--- config.mk ---
export PLATFORM = sky130hd
export DESIGN_NAME = fmc_bram_arbiter
export DESIGN_NICKNAME = d
export VERILOG_FILES = /design/src/rtl/fmc_pkg.sv /design/src/rtl/bram_bank_port.sv /design/src/rtl/fmc_bram_arbiter.sv
export SDC_FILE = /design/constraint.sdc
export NUM_CORES = 1
export LEC_CHECK = 0
export ABC_AREA = 1
export CAP_MARGIN = 15
export CORE_AREA = 2 2 298 300
export CTS_CLUSTER_DIAMETER = 50
export DETAILED_ROUTE_END_ITERATION = 16
export DIE_AREA = 0 0 300 302
export DONT_BUFFER_PORTS = 1
export HOLD_SLACK_MARGIN = 0.06
export SYNTH_ARGS = -nofsm -noshare
export SYNTH_HDL_FRONTEND = slang
export SYNTH_SLANG_ARGS = --single-unit
--- constraint.sdc ---
create_clock -name fmc_clk -period 2.61 [get_ports fmc_clk]
set_input_delay 0.522 -clock fmc_clk [delete_from_list [all_inputs] [get_ports fmc_clk]]
set_output_delay 0.522 -clock fmc_clk [all_outputs]
set_load 0.01 [all_outputs]
--- src/rtl/fmc_pkg.sv ---
// Shared widths and helpers for the FMC/core BRAM bank arbiter.
package fmc_pkg;

   localparam int unsigned GCNT_W = 4;
   localparam int unsigned WCNT_W = 8;

   // Bank index width; a lone bank still needs a 1-bit select.
   function automatic int unsigned bank_w(input int unsigned n);
      return (n > 1) ? $clog2(n) : 1;
   endfunction

endpackage

--- src/rtl/bram_bank_port.sv ---
// One BRAM bank: FMC/core/idle port mux plus the post-FMC guard counter.
module bram_bank_port
   import fmc_pkg::*;
#(
   parameter int unsigned AW        = 12,
   parameter int unsigned DW        = 32,
   parameter int unsigned GUARD_CYC = 2
) (
   input  logic          fmc_clk,
   input  logic          rst,
   input  logic          fmc_en,
   input  logic          fmc_we,
   input  logic [AW-1:0] fmc_a,
   input  logic [DW-1:0] fmc_do,
   input  logic          core_sel,
   input  logic          core_we,
   input  logic [AW-1:0] core_a,
   input  logic [DW-1:0] core_do,
   output logic [AW-1:0] bram_a_c,
   output logic [DW-1:0] bram_do_c,
   output logic          bram_en_c,
   output logic          bram_we_c,
   output logic          blocked_c
);

   localparam logic [GCNT_W-1:0] GUARD_LOAD = GCNT_W'(GUARD_CYC);

   logic [GCNT_W-1:0] gcnt;
   logic [GCNT_W-1:0] gcnt_nxt;

   always_ff @(posedge fmc_clk or negedge rst) begin
      if (!rst) gcnt <= '0;
      else      gcnt <= gcnt_nxt;
   end

   // Reload while FMC owns the bank, then count down to free it for the core.
   always_comb begin
      gcnt_nxt = gcnt;
      if (fmc_en)
         gcnt_nxt = GUARD_LOAD;
      else if (gcnt != '0)
         gcnt_nxt = gcnt - GCNT_W'(1);
   end

   assign blocked_c = fmc_en | (gcnt != '0);

   // FMC cannot be stalled, so it always wins the bank it enables.
   always_comb begin
      bram_a_c  = '0;
      bram_do_c = '0;
      bram_en_c = 1'b0;
      bram_we_c = 1'b0;
      if (fmc_en) begin
         bram_a_c  = fmc_a;
         bram_do_c = fmc_do;
         bram_en_c = 1'b1;
         bram_we_c = fmc_we;
      end else if (core_sel) begin
         bram_a_c  = core_a;
         bram_do_c = core_do;
         bram_en_c = 1'b1;
         bram_we_c = core_we;
      end
   end

endmodule

--- src/rtl/fmc_bram_arbiter.sv ---
// Shares BRAM banks between the unstallable FMC bridge and a core requester:
// grant logic, one-cycle read return and a sticky starvation monitor.
module fmc_bram_arbiter
   import fmc_pkg::*;
#(
   parameter int unsigned BRAM_AW   = 12,
   parameter int unsigned DW        = 32,
   parameter int unsigned BRAMS     = 8,
   parameter int unsigned GUARD_CYC = 2,
   parameter int unsigned WAIT_MAX  = 255
) (
   input  logic                        fmc_clk,
   input  logic                        rst,
   input  logic [BRAM_AW-1:0]          fmc_bram_a,
   input  logic [DW-1:0]               fmc_bram_do,
   input  logic [BRAMS-1:0]            fmc_bram_en,
   input  logic                        fmc_bram_we,
   input  logic                        core_req,
   input  logic [bank_w(BRAMS)-1:0]    core_bank,
   input  logic [BRAM_AW-1:0]          core_addr,
   input  logic [DW-1:0]               core_wdata,
   input  logic                        core_we,
   output logic                        core_gnt,
   output logic                        core_rvalid,
   output logic [DW-1:0]               core_rdata,
   output logic                        core_starved,
   input  logic                        core_clr,
   output logic [BRAMS*BRAM_AW-1:0]    bram_a,
   output logic [BRAMS*DW-1:0]         bram_do,
   output logic [BRAMS-1:0]            bram_en,
   output logic [BRAMS-1:0]            bram_we,
   input  logic [BRAMS*DW-1:0]         bram_di
);

   localparam int unsigned       BANK_W = bank_w(BRAMS);
   localparam logic [WCNT_W-1:0] WMAX   = WCNT_W'(WAIT_MAX);

   logic [BRAMS-1:0]  blocked;
   logic [DW-1:0]     di_arr [BRAMS];
   logic              rd_pend;
   logic [BANK_W-1:0] rd_bank;
   logic [WCNT_W-1:0] wcnt;
   logic [WCNT_W-1:0] wcnt_nxt;
   logic              starved_nxt;

   assign core_gnt = core_req & ~blocked[core_bank];

   for (genvar b = 0; b < BRAMS; b++) begin : g_bank
      bram_bank_port #(
         .AW        (BRAM_AW),
         .DW        (DW),
         .GUARD_CYC (GUARD_CYC)
      ) u_port (
         .fmc_clk   (fmc_clk),
         .rst       (rst),
         .fmc_en    (fmc_bram_en[b]),
         .fmc_we    (fmc_bram_we),
         .fmc_a     (fmc_bram_a),
         .fmc_do    (fmc_bram_do),
         .core_sel  (core_gnt && (core_bank == BANK_W'(b))),
         .core_we   (core_we),
         .core_a    (core_addr),
         .core_do   (core_wdata),
         .bram_a_c  (bram_a[b*BRAM_AW +: BRAM_AW]),
         .bram_do_c (bram_do[b*DW +: DW]),
         .bram_en_c (bram_en[b]),
         .bram_we_c (bram_we[b]),
         .blocked_c (blocked[b])
      );
      assign di_arr[b] = bram_di[b*DW +: DW];
   end

   // Read return: the bank is remembered so FMC may take it in the data cycle.
   always_ff @(posedge fmc_clk or negedge rst) begin
      if (!rst) begin
         rd_pend <= 1'b0;
         rd_bank <= '0;
      end else begin
         rd_pend <= core_gnt & ~core_we;
         if (core_gnt && !core_we) rd_bank <= core_bank;
      end
   end

   assign core_rvalid = rd_pend;
   assign core_rdata  = di_arr[rd_bank];

   always_ff @(posedge fmc_clk or negedge rst) begin
      if (!rst) begin
         wcnt         <= '0;
         core_starved <= 1'b0;
      end else begin
         wcnt         <= wcnt_nxt;
         core_starved <= starved_nxt;
      end
   end

   // Clear beats set; the flag latches on the cycle the count hits the limit.
   always_comb begin
      wcnt_nxt    = wcnt;
      starved_nxt = core_starved;
      if (core_clr) begin
         wcnt_nxt    = '0;
         starved_nxt = 1'b0;
      end else if (core_gnt) begin
         wcnt_nxt = '0;
      end else if (core_req) begin
         if (wcnt != WMAX) wcnt_nxt = wcnt + WCNT_W'(1);
         if (wcnt_nxt == WMAX) starved_nxt = 1'b1;
      end
   end

endmodule

==> out/qor.csv <==
metric,value,unit
clock skew,0.0109,ns
Die Span X,300,microns
Routed Antenna Nets,0,
Comb power frac,0.734,
DRC,0,
Int Power,0.00330,W
wire length per cell,24.9,microns
gr usage total,0.151,
die height,302,microns
final hold vios,0,
layout cell share with drive strength beyond 1,0.331,
sequential area share after synthesis,0.134,
Pleak,6.31,nW
Max Cap Violations,0,
crit end category,output pin,
clock slew at reported path FFs,0.07,ns
worst setup path endpoint,bram_do[198],
post-synthesis cell count,1621,
PwrDens,475,mW/mm^2
initial antenna violation count,12,
first-pass GRT wire length,96900,microns
Clk pwr share,0.113,
Setup TNS Final,-96.83,ns
number of synthesized flops with an enable pin,0,
critical path buffer and inverter count,6,
Clock Path Buffers,2,
VDD IR max,0.289,mV
Tightest Pin Transition,0.715,ns
"Avg Cell Area, Syn",5.19,sq um
dpl cells,3077,
Final period util,1.15,
Worst path depth,14,
CP top delay family,buffers and inverters,
synthesis-stage register bit count,45,
Yosys cell types,31,
worst hold slack,0.0654,ns
deepest level of the CTS H-tree,2,
HPWL Detailed,59400,microns
worst r2r path cells,16,
YS warnings,0,
Total Power,0.00666,W
RSZ-0062 raised after global routing,yes,
worst r2r src,g_bank[6].u_port.gcnt[1],
Flop pwr share,0.153,
r2r setup slk,0.48,ns
vias per cell,4.50,
# nets final,2308,
IO Port Bufs,0,
Critical-path top delay cell,dfrtp_1,
total iterations of the first detailed-routing run,6,
setup violators final,373,
Vias,14000,
Core ar.,0.0876,sq mm
sw frac,0.504,
Critical Path Fanout Max,35,
post-synth top area cell,o21ai_0,
clock sinks,45,
Mapped Area,0.00842,sq mm
fill count,10000,
Critical Path AT,2.47,ns
Post-Layout Cell Count,3111,
syn_nets,1991,
post-synth top area share,0.195,
drt total wl,77300,microns
Final Max Slew Viols,0,
reg2reg end,rd_bank[1],
Iter 0 DRT Violations,1630,
status,finished with violations,
Initial Util,0.0961,
vias in the first global route,12400,
Required @ worst endpoint,2.09,ns
largest net degree at the start of global routing,91,
Slew HR,0.518,
Root Buffer,clkbuf_16,
# IOs,764,
CTS tree,yes,
CP Cell Sequence,inv_1 > ha_2 > inv_2 > nor2_1 > nand2_1 > nand2_1 > nand2_2 > o21ai_4 > buf_4 > nand4_1 > buf_12 > buf_12 > o21ai_0 > buf_4,
Max Fclk,0.334,GHz
GPL Wtd Cong,0.932,
CP Class,flip-flop to output pin,
dominant cell by count in the synthesized netlist,nand2_1,
min cycle time layout,3.00,ns
launch point of the critical path,g_bank[6].u_port.gcnt[1],
Die ar.,0.0906,sq mm
area grow syn2layout,66.7,%
Post-synth ARST share,1.00,
failing checks,setup timing,
GRT overflow,0,
Worst-Skew Late Latency,0.29,ns
CP startpoint kind,flip-flop,
ys flop type,dfrtp_1,
pre-CTS setup slack,-0.138,ns
cts bufs inserted,5,
Final Worst Setup Slack,-0.386,ns
Rows,109,
crit-path max cell delay,0.38,ns
Post-synth top cells,"nand2_1, o21ai_0, nor2_1",
Hold Path Class,input port to asynchronous set/reset pin,
Area contributors post-synth,"o21ai_0, nand2_1, dfrtp_1",
P_sw,0.00336,W
-- area by class of cell --
type | count | area (sq um) | area share
inverters | 136 | 513 | 0.0366
well taps | 1165 | 1460 | 0.104
flip-flops and latches | 45 | 1130 | 0.0806
multi-input cells | 1295 | 6940 | 0.495
clock inverters | 2 | 37.5 | 0.00268
repair buffers | 455 | 3790 | 0.270
clock buffers | 6 | 139 | 0.00990
diodes | 7 | 17.5 | 0.00125
-- worst reg2reg max path: stages (launching register included) --
cell	delay (ns)
dfrtp_1	0.38
inv_1	0.07
ha_2	0.19
inv_2	0.03
nor2_1	0.07
nand2_1	0.07
nand2_1	0.07
nand2_2	0.07
o21ai_4	0.17
nand2_4	0.09
nor2_8	0.20
buf_4	0.14
buf_4	0.09
buf_4	0.14
nand2_1	0.11
nand2_1	0.10
nand2_1	0.05
-- how the worst min path moves through the flow --
stage / to / slack, ns
5_1_grt: wcnt[7] / 0.09
4_1_cts: g_bank[4].u_port.gcnt[1] / 0.08
6_report: g_bank[2].u_port.gcnt[1] / 0.07
2_1_floorplan: core_rvalid / 0.23
3_3_place_gp: g_bank[6].u_port.gcnt[1] / 0.23
3_5_place_dp: g_bank[6].u_port.gcnt[1] / 0.23
-- power groups by stage --
stage / Sequential, W / Clock, W / Combinational, W
final: 0.00102 / 0.000754 / 0.00489
after global placement: 0.00103 / 0 / 0.00456
after CTS: 0.00102 / 0.000767 / 0.00481
after detailed placement: 0.00104 / 0 / 0.00462
after global routing: 0.00104 / 0.000801 / 0.00535
after floorplan: 0.000989 / 0 / 0.00254
-- repair_timing --
action                                 4_1_cts  5_1_grt
gates resized for setup                    165      194
setup buffers                                8        5
hold buffers                                 1        0
gates cloned                                 1        4
pin swaps                                    3        7
endpoints found under the hold margin       45        0
setup endpoints to repair                  372      380
-- cell usage in the layout, fill, tap and decap left out, drive strengths merged, types with 7 or more instances in the layout --
master  netlist  layout
nand2       367     367
ha            9       9
dfrtp        45      45
buf          44     452
o22ai       152     152
o21ai       390     390
a31oi        39      39
nor3         12      12
a21oi        21      21
nand3        19      19
nor2        269     269
inv         135     134
clkbuf      101       9
diode         0       7
-- per-layer routing --
layer	wire (microns)	global-route usage	up-vias
li1	-	-	6122
met1	27600	0.170	6461
met2	37100	0.268	1165
met3	7450	0.0331	254
met4	5150	0.0727	4
met5	29	0	-
-- flip-flops by register name, indices dropped and copies added (netlist names) --
signal	count
core_rvalid	1
rd_bank	3
core_starved	1
g_bank.u_port.gcnt	32
wcnt	8
-- kinds of logic after synthesis --
logic type / Yosys count / synth area share
XOR/XNOR: 6 / 0.00624
adder cells (fa/ha/maj): 9 / 0.0134
AND/OR/NAND/NOR: 675 / 0.315
buffers and inverters: 281 / 0.141
AO/OA/AOI/OAI: 605 / 0.390
flip-flops: 45 / 0.134
-- stage by stage --
| stage | util | area, sq um |
|---|---|---|
| 3_5_place_dp | 0.145 | 12700 |
| 5_1_grt | 0.160 | 14000 |
| 3_3_place_gp | 0.145 | 12700 |
| 4_1_cts | 0.152 | 13300 |
| 2_1_floorplan | - | 8420 |
| 6_report | 0.160 | 14000 |
No activity file was read; power rests on OpenSTA's default activity.
